`src/rtl/kb_text_ctrl.sv`:
```
// Purpose: turns PS/2 set-2 scan bytes into cursor moves and text frame-buffer writes, with an Esc clear sweep.
// Latency: one cycle from an accepted scan byte to the write strobe/cursor update; the sweep takes ROWS*COLS cycles.
// Backpressure: none upstream; scan bytes that arrive while busy is high are dropped.
module kb_text_ctrl #(
  parameter int COLS   = 80,
  parameter int ROWS   = 30,
  parameter int COL_W  = 7,
  parameter int ROW_W  = 5,
  parameter int ADDR_W = 12
) (
  input  logic              clk,
  input  logic              rst,
  input  logic              code_valid,
  input  logic [7:0]        code,
  output logic              wr_en,
  output logic [ADDR_W-1:0] wr_addr,
  output logic [7:0]        wr_data,
  output logic [ROW_W-1:0]  cur_row,
  output logic [COL_W-1:0]  cur_col,
  output logic              busy,
  output logic [7:0]        last_char
);

  typedef enum logic [2:0] {
    S_IDLE,
    S_BRK,
    S_EXT,
    S_EXTBRK,
    S_CLEAR
  } state_t;

  localparam logic [COL_W-1:0]  COL_LAST = COL_W'(COLS - 1);
  localparam logic [ROW_W-1:0]  ROW_LAST = ROW_W'(ROWS - 1);
  localparam logic [ADDR_W-1:0] CLR_LAST = ADDR_W'(ROWS * COLS - 1);
  localparam logic [7:0]        SPACE    = 8'h20;

  state_t            state, state_n;
  logic [ROW_W-1:0]  row_n;
  logic [COL_W-1:0]  col_n;
  logic              wr_en_n;
  logic [ADDR_W-1:0] wr_addr_n;
  logic [7:0]        wr_data_n;
  logic              busy_n;
  logic [7:0]        last_n;
  logic [7:0]        ascii;
  logic [ROW_W-1:0]  row_inc;
  logic [ROW_W-1:0]  bs_row;
  logic [COL_W-1:0]  bs_col;

  // Scan code to ASCII for printable keys; 0x00 means "not printable".
  function automatic logic [7:0] to_ascii(input logic [7:0] sc);
    case (sc)
      8'h45: return 8'h30;  8'h16: return 8'h31;  8'h1E: return 8'h32;
      8'h26: return 8'h33;  8'h25: return 8'h34;  8'h2E: return 8'h35;
      8'h36: return 8'h36;  8'h3D: return 8'h37;  8'h3E: return 8'h38;
      8'h46: return 8'h39;
      8'h1C: return 8'h41;  8'h32: return 8'h42;  8'h21: return 8'h43;
      8'h23: return 8'h44;  8'h24: return 8'h45;  8'h2B: return 8'h46;
      8'h34: return 8'h47;  8'h33: return 8'h48;  8'h43: return 8'h49;
      8'h3B: return 8'h4A;  8'h42: return 8'h4B;  8'h4B: return 8'h4C;
      8'h3A: return 8'h4D;  8'h31: return 8'h4E;  8'h44: return 8'h4F;
      8'h4D: return 8'h50;  8'h15: return 8'h51;  8'h2D: return 8'h52;
      8'h1B: return 8'h53;  8'h2C: return 8'h54;  8'h3C: return 8'h55;
      8'h2A: return 8'h56;  8'h1D: return 8'h57;  8'h22: return 8'h58;
      8'h35: return 8'h59;  8'h1A: return 8'h5A;
      8'h29: return 8'h20;
      default: return 8'h00;
    endcase
  endfunction

  // Linear frame-buffer address of a cursor position.
  function automatic logic [ADDR_W-1:0] addr_of(input logic [ROW_W-1:0] r,
                                                input logic [COL_W-1:0] c);
    return ADDR_W'(r) * ADDR_W'(COLS) + ADDR_W'(c);
  endfunction

  // State, cursor and write port are all registered together.
  always_ff @(posedge clk or posedge rst) begin
    if (rst) begin
      state     <= S_IDLE;
      cur_row   <= '0;
      cur_col   <= '0;
      wr_en     <= 1'b0;
      wr_addr   <= '0;
      wr_data   <= '0;
      busy      <= 1'b0;
      last_char <= '0;
    end else begin
      state     <= state_n;
      cur_row   <= row_n;
      cur_col   <= col_n;
      wr_en     <= wr_en_n;
      wr_addr   <= wr_addr_n;
      wr_data   <= wr_data_n;
      busy      <= busy_n;
      last_char <= last_n;
    end
  end

  // Prefix tracking, key actions and the clear sweep.
  always_comb begin
    state_n   = state;
    row_n     = cur_row;
    col_n     = cur_col;
    wr_en_n   = 1'b0;
    wr_addr_n = wr_addr;
    wr_data_n = wr_data;
    busy_n    = busy;
    last_n    = last_char;
    ascii     = to_ascii(code);
    row_inc   = (cur_row == ROW_LAST) ? '0 : cur_row + ROW_W'(1);
    bs_row    = cur_row;
    bs_col    = cur_col;

    case (state)
      S_IDLE: begin
        if (code_valid) begin
          case (code)
            8'hF0: state_n = S_BRK;
            8'hE0: state_n = S_EXT;
            8'h76: begin
              // Sweep starts with address 0 on the very next cycle.
              state_n   = S_CLEAR;
              busy_n    = 1'b1;
              wr_en_n   = 1'b1;
              wr_addr_n = '0;
              wr_data_n = SPACE;
            end
            8'h5A: begin
              col_n = '0;
              row_n = row_inc;
            end
            8'h66: begin
              // Step back one cell and blank it; top-left corner is a no-op.
              if (cur_col != '0 || cur_row != '0) begin
                if (cur_col != '0) begin
                  bs_col = cur_col - COL_W'(1);
                end else begin
                  bs_col = COL_LAST;
                  bs_row = cur_row - ROW_W'(1);
                end
                row_n     = bs_row;
                col_n     = bs_col;
                wr_en_n   = 1'b1;
                wr_addr_n = addr_of(bs_row, bs_col);
                wr_data_n = SPACE;
              end
            end
            default: begin
              if (ascii != 8'h00) begin
                wr_en_n   = 1'b1;
                wr_addr_n = addr_of(cur_row, cur_col);
                wr_data_n = ascii;
                last_n    = ascii;
                if (cur_col == COL_LAST) begin
                  col_n = '0;
                  row_n = row_inc;
                end else begin
                  col_n = cur_col + COL_W'(1);
                end
              end
            end
          endcase
        end
      end
      S_BRK: begin
        if (code_valid) state_n = S_IDLE;
      end
      S_EXT: begin
        if (code_valid) begin
          state_n = S_IDLE;
          case (code)
            8'hF0: state_n = S_EXTBRK;
            8'h6B: if (cur_col != '0)       col_n = cur_col - COL_W'(1);
            8'h74: if (cur_col != COL_LAST) col_n = cur_col + COL_W'(1);
            8'h75: if (cur_row != '0)       row_n = cur_row - ROW_W'(1);
            8'h72: if (cur_row != ROW_LAST) row_n = cur_row + ROW_W'(1);
            default: ;
          endcase
        end
      end
      S_EXTBRK: begin
        if (code_valid) state_n = S_IDLE;
      end
      S_CLEAR: begin
        // Input is ignored here; wr_addr doubles as the sweep pointer.
        if (wr_addr == CLR_LAST) begin
          state_n = S_IDLE;
          busy_n  = 1'b0;
          row_n   = '0;
          col_n   = '0;
        end else begin
          wr_en_n   = 1'b1;
          wr_addr_n = wr_addr + ADDR_W'(1);
          wr_data_n = SPACE;
        end
      end
      default: state_n = S_IDLE;
    endcase
  end

endmodule
```
`config.mk`:
```
export PLATFORM = sky130hd
export DESIGN_NAME = kb_text_ctrl
export DESIGN_NICKNAME = d
export VERILOG_FILES = /design/src/rtl/kb_text_ctrl.sv
export SDC_FILE = /design/constraint.sdc
export NUM_CORES = 1
export LEC_CHECK = 0
export ABC_AREA = 1
export CORE_MARGIN = 5
export CORE_UTILIZATION = 35
export CTS_CLUSTER_DIAMETER = 50
export CTS_CLUSTER_SIZE = 40
export DETAILED_ROUTE_END_ITERATION = 6
export PLACE_DENSITY = 0.65
export SETUP_SLACK_MARGIN = 0.4
export SLEW_MARGIN = 40
export SYNTH_ARGS = -nofsm -noshare
export SYNTH_HDL_FRONTEND = slang
export SYNTH_SLANG_ARGS = --single-unit
```
`constraint.sdc`:
```
create_clock -name clk -period 3.5 [get_ports clk]
set_input_delay 0.7 -clock clk [delete_from_list [all_inputs] [get_ports clk]]
set_output_delay 0.7 -clock clk [all_outputs]
set_load 0.005 [all_outputs]
```
# Word level (Yosys, flattened, before mapping)
# Memories as Yosys holds them, arrays and structs flattened.
# Index checks and enable logic that the tools add are counted.
[word_totals] latch_bits=0 ff_bits=45 mem_bits_ro=896 elab_cells=136 mem_bits_rw=0 output_inout_bits=42 input_bits=11 n_memories=1
[memory_table] name="(name not given)" words=128 width=7 rd=1 rd_ports_with_merged_regs=0 wr=0 line_no="52" rtl="case (sc)"
[classes] n_eq_ne=37 muxes=63 shift=0 n_addsub=7 n_reduce_logical=17 magnitude_cmp=0 mul=2 bitwise_logic=1 div=0
[op_table] operator="$mux W7" count=13
[op_table] operator="$mux W5" count=14
[op_table] operator="$eq A8 B7 Y1 const B" count=7
[op_table] operator="$mux W12" count=4
[op_table] operator="$pmux W7 S3" count=2
[op_table] operator="$mux W8" count=5
[op_table] operator="$pmux W12 S3" count=1
[op_table] operator="$pmux W5 S3" count=2
[op_table] operator="$add A12 B7 Y12" count=2
[op_table] operator="$pmux W12 S2" count=1
[op_table] operator="$pmux W8 S3" count=1
[op_table] operator="$eq A8 B8 Y1 const B" count=2
[op_table] operator="$mul A5 B3 Y8 const B" count=2
[op_table] operator="$ne A4 B2 Y1 const B" count=4
[op_table] operator="$pmux W8 S2" count=1
[op_table] operator="$ne A3 B3 Y1 const B" count=5
[op_table] operator="$pmux W7 S2" count=1
[op_table] operator="$add A12 B1 Y12 const B" count=1
[op_table] operator="$eq A12 B12 Y1 const B" count=1
[op_table] operator="$mux W3" count=4
[op_table] operator="$ne A2 B2 Y1 const B" count=6
[op_table] operator="$pmux W3 S4" count=1
[op_table] operator="$reduce_and A11 Y1" count=1
[op_table] operator="$pmux W5 S2" count=1
[op_table] operator="34 further kinds" count=45

# Logic depth before layout (Yosys ltp)
[logic_depth] depth_word=12 ltp_mapped=24 depth_no_buf=23

# Worst setup path before layout
# OpenSTA, ideal clock, no wires.
[synth_path] path_kind="register -> register" start="register cur_col[0]" end="register wr_addr[9]" required_ns=3.383 setup_ns=0.117 slack_ns=0.236 period_less_slack_ns=3.264 t_arrival_ns=3.147 path_buffers=1 path_stages_with_launch=20 path_cell_list="dfrtp_1 > inv_1 > ha_1 > nand3_1 > nor2_1 > nand2_1 > buf_2 > o21ai_0 > ha_1 > ha_1 > inv_1 > fa_1 > nor2_1 > nand2_1 > inv_1 > nor2_1 > o21ai_0 > a22oi_1 > nand2_1 > nand2_1"
[synth_via] elab_chain_len=12 elab_cells_between_ends=23 cone_classes="add/sub: 3; mul: 1; eq/ne: 1; mux: 15; reduce/logical: 3"
[synth_rtl] element="from (decl)" line_no="19" rtl="output logic [COL_W-1:0] cur_col,"
[synth_rtl] element="from (signal assigned)" line_no="91" rtl="cur_col <= col_n;"
[synth_rtl] element="$reduce_bool A7 Y1" line_no="135, 136"
[synth_rtl] element="$mux W5" line_no="136" rtl="if (cur_col != '0) begin"
[synth_rtl] element="$mux W5" line_no="135" rtl="if (cur_col != '0 || cur_row != '0) begin"
[synth_rtl] element="$mux W5" line_no="118" rtl="case (code)"
[synth_rtl] element="$mux W5" line_no="117" rtl="if (code_valid) begin"
[synth_rtl] element="$mux W5" line_no="115" rtl="case (state)"
[synth_rtl] element="$mul A5 B3 Y8" line_no="74" rtl="return ADDR_W'(r) * ADDR_W'(COLS) + ADDR_W'(c);"
[synth_rtl] element="$add A12 B7 Y12" line_no="74"
[synth_rtl] element="$mux W12" line_no="135"
[synth_rtl] element="$pmux W12 S3" line_no="118"
[synth_rtl] element="$mux W12" line_no="117"
[synth_rtl] element="$pmux W12 S2" line_no="115"
[synth_rtl] element="to (signal assigned)" line_no="93" rtl="wr_addr <= wr_addr_n;"
[synth_rtl] element="to (decl)" line_no="16" rtl="output logic [ADDR_W-1:0] wr_addr,"
# Several ways; a longest one is shown, not always the timed one. The select of a mux whose other input is x is not followed.
# A chain may end at the register's enable or synchronous reset.

# Worst setup path in the final report
# Same ends and word-level chain as after synthesis.

==> impl_metrics.env <==
export IMPL_synth_cell_types=41
export IMPL_required_ns=3.73
export IMPL_die_area_um2=15700
export IMPL_place_gp_congestion=0.963
export IMPL_cp_arrival_ns=3.20
export IMPL_vias=5028
export IMPL_final_layout_size_suffix_gt1_share_pct=13.7
export IMPL_ys_seq_elements=43
export IMPL_synth_avg_cell_area_um2=6.32
export IMPL_ys_warn_count=0
export IMPL_gr_total_overflow=0
export IMPL_fin_tns_setup_ns=0
export IMPL_io_pin_count=53
export IMPL_hold_class="flip-flop to flip-flop"
export IMPL_synthTopCellsByArea="dfrtp_1 (23%), nand2_1 (19%), nand3_1 (9.9%), ha_1 (8.3%), inv_1 (6.5%)"
export IMPL_setup_viol=0
export IMPL_synthCells=735
export IMPL_synth_area_mux_share_pct=0
export IMPL_insertion_delay_ns=0.29
export IMPL_p_leak_nw=2.93
export IMPL_syn_to_final_growth_pct=26.4
export IMPL_cts_buffer_depth=2
export IMPL_synth_async_reset_ratio_pct=100
export IMPL_fp_dieW_um=125
export IMPL_via_per_inst=5.10
export IMPL_use_met1_pct=25.2
export IMPL_gr_usage_met3_pct=2.90
export IMPL_peakVddDrop_mv=0.360
export IMPL_cts_buffers=5
export IMPL_grt_util_met2_pct=27.0
export IMPL_grt_max_degree=44
export IMPL_min_period_ns=2.96
export IMPL_p_per_area_nw_per_um2=787
export IMPL_synth_top_area_cell="dfrtp_1"
export IMPL_cp_max_fo=6
export IMPL_ctsHoldBuffers=0
export IMPL_fin_crit_sh_pct=84.7
export IMPL_cts_root_buf="clkbuf_16"
export IMPL_crit_buf_inv=4
export IMPL_start_util_pct=35.4
export IMPL_synth_xor_area_share_pct=4.15
export IMPL_worst_setup_path_type="flip-flop to flip-flop"
export IMPL_yosysSeqAreaShare_pct=23.1
export IMPL_fp_dieH_um=125
export IMPL_grt_busiest_layer="met2"
export IMPL_yosysMostFrequentCell="nand2_1"
export IMPL_skew_ns=0.00686
export IMPL_detail_route_first_pass_iterations=6
export IMPL_ant_nets=0
export IMPL_fin_nets=854
export IMPL_coreArea_um2=13100
export IMPL_place_port_buffers=50
export IMPL_cts_clk_slew_worst_paths_ns=0.07
export IMPL_synth_edf_count=0
export IMPL_fillers=1351
export IMPL_max_freq_mhz=337
export IMPL_antenna_found_initial=0
export IMPL_path_cells="inv_2 -> ha_4 -> nand3_4 -> nor2_4 -> nand2_4 -> buf_4 -> nand2_1 -> nand2_1 -> ha_4 -> ha_4 -> inv_1 -> fa_2 -> nor2_4 -> nand2_1 -> inv_1 -> nor2_1 -> o21ai_1 -> a22oi_1 -> nand2_1 -> nand2_1"
export IMPL_synth_top_family_by_area="simple AND/OR/NAND/NOR gates"
export IMPL_synth_commonest_cells="nand2_1 (231), nand3_1 (92), inv_1 (80), nor2_1 (51), o21ai_0 (47)"
export IMPL_rsz0062_at_grt="yes"
export IMPL_cp_start_kind="flip-flop"
export IMPL_track_usage_pct=17.4
export IMPL_netlist_area_um2=4650
export IMPL_avgRoutedWirePerCell_um=14.2
export IMPL_synth_top_area_share_pct=23.1
export IMPL_hold_violations=0
export IMPL_first_iter_violations=602
export IMPL_grt_pass1_vias=4665
export IMPL_cp_slowest_stage_delay_ns=0.58
export IMPL_dp_hpwl_mm=10.7
export IMPL_yosys_area_share_simple_pct=38.9
export IMPL_maxCapViolCount=0
export IMPL_cp_top_family="adder cells"
export IMPL_slowest_stage="fa_2"
export IMPL_design_area_um2=5880
export IMPL_worstMarginPinSlew_ns=0.550
export IMPL_cts_sinks=43
export IMPL_outcome="complete, no violations"
export IMPL_cts_tree="built"
export IMPL_synth_flop_cell="dfrtp_1"
export IMPL_cts_max_level=2
export IMPL_drc=0
export IMPL_cp_common_cell="nand2_1"
export IMPL_end_kind="flip-flop"
export IMPL_drv_slew=0
export IMPL_synth_adder_area_share_pct=10.1
export IMPL_placed_area_um2=5460
export IMPL_routed_wl_mm=13.9
export IMPL_slew_headroom_pct=63.4
export IMPL_grt_pass1_wl_mm=23.1
export IMPL_antennaDiodeCount=0
export IMPL_rows=42
export IMPL_synth_compound_area_share_pct=13.6
==> cell families (layout without fill, tap and decap cells) <==
logic type	count (synthesis)	in the layout
simple gates	416	416
buf+inv	110	183
compound gates	108	108
flops	43	43
fa+ha+maj	35	35
xor+xnor	22	22
other cells	1	2
==> metal layers <==
metal  part of all wire, %  up-vias
li1                      -     2554
met1                    47     2265
met2                    44      185
met3                   7.4       24
met4                   1.7        0
met5                     0        -
==> layout make-up <==
class | instances | area, um2 | share of cell area (%)
Clock buffer | 5 | 125 | 2.13
Clock inverter | 3 | 23.8 | 0.405
Inverter | 88 | 333 | 5.66
Multi-Input combinational cell | 583 | 3290 | 56.0
Sequential cell | 43 | 1080 | 18.3
Tap cell | 176 | 220 | 3.75
Timing Repair Buffer | 87 | 805 | 13.7
==> flip-flops by register name (all words and copies together) (netlist names) <==
| name | flops |
|---|---|
| busy | 1 |
| cur_col | 7 |
| cur_row | 5 |
| last_char | 7 |
| state | 3 |
| wr_addr | 12 |
| wr_data | 7 |
| wr_en | 1 |
==> worst paths after layout <==
check | slack (ns) | depth (start not counted) | to | from
max reg2reg | 0.54 | 20 | wr_addr[9] | cur_col[0]
max in group asynchronous | 2.30 | 2 | cur_row[3] | rst
max | 0.54 | 20 | wr_addr[9] | cur_col[0]
min in group asynchronous | 0.81 | 2 | wr_data[1] | rst
min | 0.47 | 2 | last_char[1] | last_char[1]
min reg2reg | 0.47 | 2 | last_char[1] | last_char[1]
==> through the flow <==
| step | total power, mW | std cells | utilization, % | hold slack (ns) | setup WS [ns] |
|---|---|---|---|---|---|
| 6_report | 4.63 | 985 | 44.7 | 0.470 | 0.535 |
| 5_1_grt | 5.06 | 985 | 44.7 | 0.502 | 0.284 |
| 4_1_cts | 4.28 | 978 | 43.4 | 0.479 | 0.401 |
| 3_5_place_dp | 3.62 | 966 | 41.5 | 0.462 | 0.0979 |
| 3_3_place_gp | 3.60 | 966 | 41.5 | 0.458 | 0.189 |
| 2_1_floorplan | 2.62 | 736 | - | 0.465 | 0.407 |
==> power breakdown <==
| group | leakage [nW] | switching [mW] | internal [mW] | total, mW |
|---|---|---|---|---|
| clock network | 0.0664 | 0.218 | 0.267 | 0.485 |
| logic | 2.30 | 1.79 | 1.49 | 3.28 |
| registers | 0.563 | 0.177 | 0.685 | 0.863 |
==> worst min-delay path, delay by kind of cell, from the launching register on <==
kind	cells	cell delay, ns
DFF	1	0.35
and+or+nand+nor	2	0.09
==> placed cells by master, fill, tap and decap left out, drive strengths merged, types with 31 or more instances in the layout <==
cell type and count:
a21oi 31, nor2 63, buf 37, ha 31, nand2 238, clkdlybuf4s50 50, dfrtp 43, inv 89
o21ai 47, nand3 93
==> timing repair <==
| item | 4_1_cts | 5_1_grt |
|---|---|---|
| gates resized for setup | 15 | 30 |
| pin swaps | 5 | 10 |
| setup buffers | 4 | 7 |
| endpoints found under the setup margin | 6 | 39 |
Note: power is estimated with default switching activity, not from simulation.
